==> src/rtl/cpu_mc_ctrl.sv <==
// Multi-cycle control FSM for the RV32I-subset core: FETCH/DECODE/EXEC/MEM/WB
// sequencing, datapath select decode, memory handshakes and retired-instruction count.
module cpu_mc_ctrl #(
  parameter int INSTRET_W = 32
) (
  input  logic                 clk,
  input  logic                 rst_n,
  input  logic [31:0]          ir,
  output logic                 imem_req,
  input  logic                 imem_ack,
  output logic                 dmem_req,
  output logic                 dmem_we,
  input  logic                 dmem_ack,
  output logic                 ir_we,
  output logic                 pc_we,
  output logic                 rf_we,
  output logic [3:0]           alu_fun,
  output logic [1:0]           br_fun,
  output logic                 op1_sel,
  output logic [1:0]           op2_sel,
  output logic [1:0]           wb_sel,
  output logic [1:0]           pc_sel,
  output logic                 trap,
  output logic [INSTRET_W-1:0] instret,
  output logic [2:0]           fsm_state
);

  typedef enum logic [2:0] {
    S_FETCH  = 3'd0,
    S_DECODE = 3'd1,
    S_EXEC   = 3'd2,
    S_MEM    = 3'd3,
    S_WB     = 3'd4,
    S_TRAP   = 3'd5
  } state_t;

  localparam logic [3:0] ALU_ADD = 4'd0, ALU_SUB = 4'd1, ALU_AND = 4'd2, ALU_OR = 4'd3,
                         ALU_XOR = 4'd4, ALU_SLL = 4'd5, ALU_SRL = 4'd6, ALU_SRA = 4'd7,
                         ALU_SLT = 4'd8, ALU_SLTU = 4'd9;

  localparam logic [6:0] OPC_LUI = 7'b0110111, OPC_AUIPC = 7'b0010111, OPC_JAL = 7'b1101111,
                         OPC_JALR = 7'b1100111, OPC_BRANCH = 7'b1100011, OPC_LOAD = 7'b0000011,
                         OPC_STORE = 7'b0100011, OPC_OPIMM = 7'b0010011, OPC_OP = 7'b0110011;

  state_t state;
  logic   running;   // low until the first edge after reset so imem_req stays 0 in reset
  logic   is_mem;
  logic   is_store;
  logic   is_branch;

  logic [3:0] d_alu;
  logic [1:0] d_br;
  logic       d_op1;
  logic [1:0] d_op2;
  logic [1:0] d_wb;
  logic [1:0] d_pc;
  logic       d_ill;
  logic       d_mem;
  logic       d_store;
  logic       d_branch;

  logic [6:0] opcode;
  logic [2:0] funct3;
  logic [6:0] funct7;
  logic       unused_ir_bits;

  assign opcode         = ir[6:0];
  assign funct3         = ir[14:12];
  assign funct7         = ir[31:25];
  assign unused_ir_bits = ^{ir[24:15], ir[11:7]};

  // Handshake rule: a request stays high until its ack is seen in the same cycle;
  // the ack cycle completes the transfer and the request drops on the next edge.
  assign imem_req  = running && (state == S_FETCH);
  assign ir_we     = imem_req && imem_ack;
  assign dmem_req  = (state == S_MEM);
  assign dmem_we   = dmem_req && is_store;
  assign pc_we     = (state == S_WB) || (dmem_req && is_store && dmem_ack);
  assign rf_we     = (state == S_WB) && !is_branch;
  assign trap      = (state == S_TRAP);
  assign fsm_state = state;

  function automatic logic [3:0] alu_map(input logic [2:0] f3, input logic alt);
    case (f3)
      3'b000:  return alt ? ALU_SUB : ALU_ADD;
      3'b001:  return ALU_SLL;
      3'b010:  return ALU_SLT;
      3'b011:  return ALU_SLTU;
      3'b100:  return ALU_XOR;
      3'b101:  return alt ? ALU_SRA : ALU_SRL;
      3'b110:  return ALU_OR;
      default: return ALU_AND;
    endcase
  endfunction

  always_comb begin
    d_alu    = ALU_ADD;
    d_br     = 2'd0;
    d_op1    = 1'b0;
    d_op2    = 2'd0;
    d_wb     = 2'd0;
    d_pc     = 2'd0;
    d_ill    = 1'b0;
    d_mem    = 1'b0;
    d_store  = 1'b0;
    d_branch = 1'b0;
    case (opcode)
      OPC_LUI:   d_wb = 2'd2;
      OPC_AUIPC: begin
        d_op1 = 1'b1;
        d_op2 = 2'd3;
      end
      OPC_JAL: begin
        d_pc = 2'd2;
        d_wb = 2'd3;
      end
      OPC_JALR: begin
        d_ill = (funct3 != 3'b000);
        d_op2 = 2'd1;
        d_pc  = 2'd3;
        d_wb  = 2'd3;
      end
      OPC_BRANCH: begin
        d_pc     = 2'd1;
        d_branch = 1'b1;
        case (funct3)
          3'b000:  d_br = 2'd0;
          3'b001:  d_br = 2'd1;
          3'b100:  d_br = 2'd2;
          3'b101:  d_br = 2'd3;
          default: d_ill = 1'b1;
        endcase
      end
      OPC_LOAD: begin
        d_ill = (funct3 != 3'b010);
        d_op2 = 2'd1;
        d_wb  = 2'd1;
        d_mem = 1'b1;
      end
      OPC_STORE: begin
        d_ill   = (funct3 != 3'b010);
        d_op2   = 2'd2;
        d_mem   = 1'b1;
        d_store = 1'b1;
      end
      OPC_OPIMM: begin
        d_op2 = 2'd1;
        d_alu = alu_map(funct3, (funct3 == 3'b101) && ir[30]);
        d_ill = ((funct3 == 3'b001) || (funct3 == 3'b101)) &&
                (funct7 != 7'b0000000) && (funct7 != 7'b0100000);
      end
      OPC_OP: begin
        if (funct7 == 7'b0000000) begin
          d_alu = alu_map(funct3, 1'b0);
        end else if ((funct7 == 7'b0100000) && ((funct3 == 3'b000) || (funct3 == 3'b101))) begin
          d_alu = alu_map(funct3, 1'b1);
        end else begin
          d_ill = 1'b1;
        end
      end
      default: d_ill = 1'b1;
    endcase
  end

  always_ff @(posedge clk or negedge rst_n) begin
    if (!rst_n) begin
      state     <= S_FETCH;
      running   <= 1'b0;
      is_mem    <= 1'b0;
      is_store  <= 1'b0;
      is_branch <= 1'b0;
      alu_fun   <= 4'd0;
      br_fun    <= 2'd0;
      op1_sel   <= 1'b0;
      op2_sel   <= 2'd0;
      wb_sel    <= 2'd0;
      pc_sel    <= 2'd0;
      instret   <= '0;
    end else begin
      running <= 1'b1;
      case (state)
        S_FETCH: if (imem_req && imem_ack) state <= S_DECODE;
        S_DECODE: begin
          if (d_ill) begin
            state <= S_TRAP;
          end else begin
            alu_fun   <= d_alu;
            br_fun    <= d_br;
            op1_sel   <= d_op1;
            op2_sel   <= d_op2;
            wb_sel    <= d_wb;
            pc_sel    <= d_pc;
            is_mem    <= d_mem;
            is_store  <= d_store;
            is_branch <= d_branch;
            state     <= S_EXEC;
          end
        end
        S_EXEC: state <= is_mem ? S_MEM : S_WB;
        S_MEM: begin
          if (dmem_ack) begin
            if (is_store) begin
              instret <= instret + INSTRET_W'(1);
              state   <= S_FETCH;
            end else begin
              state <= S_WB;
            end
          end
        end
        S_WB: begin
          instret <= instret + INSTRET_W'(1);
          state   <= S_FETCH;
        end
        S_TRAP:  state <= S_TRAP;
        default: state <= S_FETCH;
      endcase
    end
  end

endmodule
==> config.mk <==
export PLATFORM = sky130hd
export DESIGN_NAME = cpu_mc_ctrl
export DESIGN_NICKNAME = d
export VERILOG_FILES = /design/src/rtl/cpu_mc_ctrl.sv
export SDC_FILE = /design/constraint.sdc
export NUM_CORES = 1
export LEC_CHECK = 0
export CAP_MARGIN = 20
export CORE_ASPECT_RATIO = 1.75
export CORE_UTILIZATION = 47
export DETAILED_ROUTE_END_ITERATION = 10
export GPL_TIMING_DRIVEN = 1
export PLACE_DENSITY_LB_ADDON = 0.05
export SLEW_MARGIN = 10
export SYNTH_ARGS = -nofsm -noshare
export SYNTH_HDL_FRONTEND = slang
export SYNTH_SLANG_ARGS = --single-unit
==> constraint.sdc <==
create_clock -name clk -period 5.3 [get_ports clk]
set_input_delay 1.06 -clock clk [delete_from_list [all_inputs] [get_ports clk]]
set_output_delay 1.06 -clock clk [all_outputs]
set_load 0.03 [all_outputs]
Word-level counts from Yosys, hierarchy flattened
Cells that the tools add are included.
W data, S select, Z words.
- bits in registers: 52
- input bits: 36
- logic and storage cells: 97
- bitwise operators: 1
- equality and inequality tests: 26
- add/subtract/negate cells: 1
- muxes and demuxes: 30
- reduce and logical (&&, ||, !) cells: 27
- operator list (cell ; count):
    $pmux W4 S7 ; 3
    $mux W32 ; 2
    $pmux W32 S2 ; 1
    $add A32 B1 Y32 const B ; 1
    $eq A7 B6 Y1 const B ; 4
    $pmux W2 S3 ; 4
    $eq A7 B7 Y1 const B ; 3
    $eq A3 B3 Y1 const B ; 5
    $mux W3 ; 5
    $pmux W3 S5 ; 1
    $eq A7 B5 Y1 const B ; 2
    $eq A3 B2 Y1 const B ; 4
    $logic_and A1 B1 Y1 ; 9
    $mux W1 ; 9
    $mux W4 ; 2
    $pmux W4 S2 ; 1
    $eq A7 B2 Y1 const B ; 1
    $logic_not A7 Y1 ; 1
    $ne A7 B6 Y1 const B ; 1
    $reduce_bool A7 Y1 ; 1
    $eq A3 B1 Y1 const B ; 2
    $logic_not A3 Y1 ; 2
    $pmux W1 S6 ; 1
    $reduce_or A3 Y1 ; 2
    13 further kinds ; 18

Logic depth before layout (Yosys ltp)
- word-level depth: 8
- depth in mapped cells: 7
- gate-level depth less buffers: 6

Least setup slack after synthesis
No wires, ideal clock.
- path kind: flip-flop to output port
- start: reg state[0] (netlist: fsm_state[0])
- end: out ir_we
- cell stages (with the launch flop): 4
- required time: 4.240 ns
- path slack: 1.955 ns
- data arrival time: 2.285 ns
- cell sequence: dfrtp_1 -> clkbuf_1 -> nor4b_1 -> and2_1
- longest elaborated chain between the ends: 3
- ends and longest elaborated chain (item ; line ; source):
    start, declared ; 45 ; state_t state;
    start signal, assigned ; 199 ; S_EXEC: state <= is_mem ? S_MEM : S_WB;
    $logic_not A3 Y1 ; 74 ; assign imem_req = running && (state == S_FETCH);
    $logic_and A1 B1 Y1 ; 74 ;
    via imem_req ; 9 ; output logic imem_req,
    $logic_and A1 B1 Y1 ; 75 ; assign ir_we = imem_req && imem_ack;
    end, declared ; 14 ; output logic ir_we,
The timed path passes the listed nets, and every way through them passes these cells.

Final worst setup path
- start: in ir[5]
- end: reg br_fun[1]
- longest elaborated chain between the ends: 5
- elaborated cells on any way between the ends: 15
- ends and longest elaborated chain (item ; line ; source):
    start, declared ; 8 ; input logic [31:0] ir,
    $eq A7 B7 Y1, or another cell as far along ; 107 ; case (opcode)
    $reduce_or A3 Y1 (no source line) or $reduce_or A2 Y1 (tied branches) ; -- ;
    $pmux W1 S6 ; 107 ;
    $not A1 Y1 (no source line) ; -- ;
    $reduce_and A2 Y1 (no source line) ; -- ;
    end signal, assigned ; 188 ; br_fun <= d_br;
    end, declared ; 18 ; output logic [1:0] br_fun,
Parallel ways exist; a longest one is shown, timed or not.
A chain may end at the register's enable or synchronous reset.

==> run metrics <==
Yosys Warn Count=0; Netlist cell types=50; Detailed Routing Iterations Pass 1=4; status=complete, no violations; Total Wirelength=6.00 mm; initial antenna violation count=0; CTS tree=done; setup ws final=1460 ps; Slowest cell on crit path=a2111oi_4; ranking of synthesized cells by area=dfrtp_1 48%, xnor2_1 5.2%, xor2_1 5.2%, mux2_4 4.4%, mux2_2 3.3%; GRT Overall Usage=0.213; Seq cells post-synth=52; clock skew=5.86 ps; residual DRC count=0; PD cells=between 300 and 400 mW/mm^2; synthesized net count=a little under 300; post-route ant nets=0; Site Rows=36; Placer Congestion=0.818; Slew @ Worst Pin=786 ps; Most used DFF post-synth=dfrtp_1; Post-synth EDFFs=0; cell mode on critical path=mux2_2; IO Pins=91; Final Slew Violations=0; first-pass GRT wire length=9.79 mm; Vias=2158; synth cell count leaders=52 x dfrtp_1, 20 x nand2_1, 17 x nor3_1, 16 x xnor2_1, 16 x xor2_1; Die Ht=102 um; WP data required=5490 ps; RSZ-0062 raised after global routing=no; Seq. cell area=0.00130 sq mm; cell taking the most area after synthesis=dfrtp_1; CTS resizes=0; pre-CTS WS=between 1000 and 1500 ps; n_diodes=0; fin nets=370; Buf/Inv on CP=2; critical path endpoint category=flip-flop; crit start category=primary input; fin crit period=3840 ps; DP HPWL=4.44 mm; most common cell in the synthesized netlist=dfrtp_1; P_leak=0.00158 uW; Syn Inst Count=257; VDD IR-drop max=0.000257 V; DR vias/cell=5.26; sequential area share after synthesis=0.481; area of the multi-input gates=0.00132 sq mm; Design Area, Final=between 0.003 and 0.004 sq mm; Clock Pin Slew Worst Setup and Hold Paths=90 ps; Overflow after GRT=0; Worst-Skew Late Latency=300 ps; R2R Setup Slk=2870 ps; TNS Setup=0 ps; number of global-route vias before repair=2089; clock root buffer master=clkbuf_8; crit share post-route=0.725; Post-CTS Setup Bufs=0; Mean Syn Cell Area=10.5 sq um; DIE AREA=0.00607 sq mm; synthesized area=roughly 0.0027 sq mm; Worst Path Arrival=4030 ps; Max transition margin=0.476; Setup CP Type=in2reg; number of H-tree levels=2; CP max FO=13; DIE WIDTH=59.3 um; Peak Freq=roughly 260 MHz; CTS sink count=52; I/O Buffers=75; final setup fails=0; CP Cell Sequence=clkdlybuf4s50_1 -> and2_4 -> mux2_2 -> a221o_1 -> a2111oi_4 -> buf_4 -> mux2_2; Post-synth ARST share=1.00; 1st-iter DRT viols=65; area added between synthesis and finish=34.7%; CP delay by family, top=compound AO/OA/AOI/OAI gates; Min Hold Slack=482 ps; Clock Tree Buf Depth=2; number of fillers in the final layout=~500; Initial Util=0.488; worst stage delay on the critical path=about 760 ps; cts-stage hold buffer count=0; CTS buffer count=5; Avg WL per Cell=14.6 um; core area=0.00554 sq mm; DP Area=0.00351 sq mm; Synth top area share=0.481; type of the worst min-delay path=reg2reg; Max-Cap Viols=0; layout cell share with drive strength beyond 1=0.0988; Hold Violations, Final=0; pin count of the biggest net entering global routing=53
## placed cells by master (no fill, tap or decap), types with 8 or more instances in the layout
| cell | Yosys | layout |
|---|---|---|
| nand3_1 | 12 | 12 |
| inv_1 | 10 | 10 |
| nand4_1 | 9 | 9 |
| dfrtp_1 | 52 | 52 |
| xor2_1 | 16 | 16 |
| nor3_1 | 17 | 17 |
| nor2_1 | 14 | 14 |
| xnor2_1 | 16 | 16 |
| clkdlybuf4s50_1 | 0 | 74 |
| nand2_1 | 20 | 20 |
| mux2_2 | 8 | 8 |
| mux2_4 | 8 | 8 |
## metal layers
layer	vias up	share of wire	track usage
met2	51	0.55	0.386
li1	1055	-	-
met4	0	0.0072	0.0568
met3	4	0.043	0.0316
met1	1048	0.40	0.256
met5	-	0	0
## logic make-up after synthesis
kind of cell / share of synthesized area
simple gates: 0.226
flops: 0.481
xor+xnor: 0.104
compound gates: 0.0708
buf+inv: 0.0301
mux: 0.0815
fa+ha+maj: 0.00463
other cells: 0.00139
## layout make-up
cell class                 count  area share
clock inverter                 1     0.00825
clock buffer                   7      0.0265
sequential                    52       0.357
multi-input combinational    187       0.363
tap                           76      0.0261
timing repair buffer          77       0.209
inverter                      10      0.0103
## worst reg2reg max path: stages (launching register included)
cell and delay, ps:
dfrtp_1 460, and2b_1 330, a41oi_2 250, or4b_2 890
nor3_1 270, xor2_1 160
## power breakdown
| part | total, uW | leakage (uW) | switching [uW] | internal [uW] |
|---|---|---|---|---|
| clock | 295 | 0.0000645 | 128 | 167 |
| combinational | 327 | 0.000822 | 187 | 140 |
| sequential | 480 | 0.000699 | 49.3 | 431 |
## sequential cells by signal, summed over array words and instances (netlist names), 2 cells and up
signal	cells
instret	32
wb_sel	2
fsm_state	3
br_fun	2
alu_fun	4
op2_sel	2
pc_sel	2
## final timing paths
kind / start / to / cells past startpoint
min reg2reg: instret[31] / instret[31] / 1
min: instret[31] / instret[31] / 1
max reg2reg: fsm_state[2] / instret[30] / 5
max: ir[5] / br_fun[1] / 7
max in group asynchronous: rst_n / instret[13] / 2
min in group asynchronous: rst_n / alu_fun[1] / 2
## through the flow
stage	utilization	power, uW	cells
finish	0.657	1100	410
CTS	0.657	1110	410
global route	0.657	1160	410
floorplan	-	678	257
global placement	0.634	814	402
detailed placement	0.634	817	402
No activity file was read; power rests on OpenSTA's default activity.
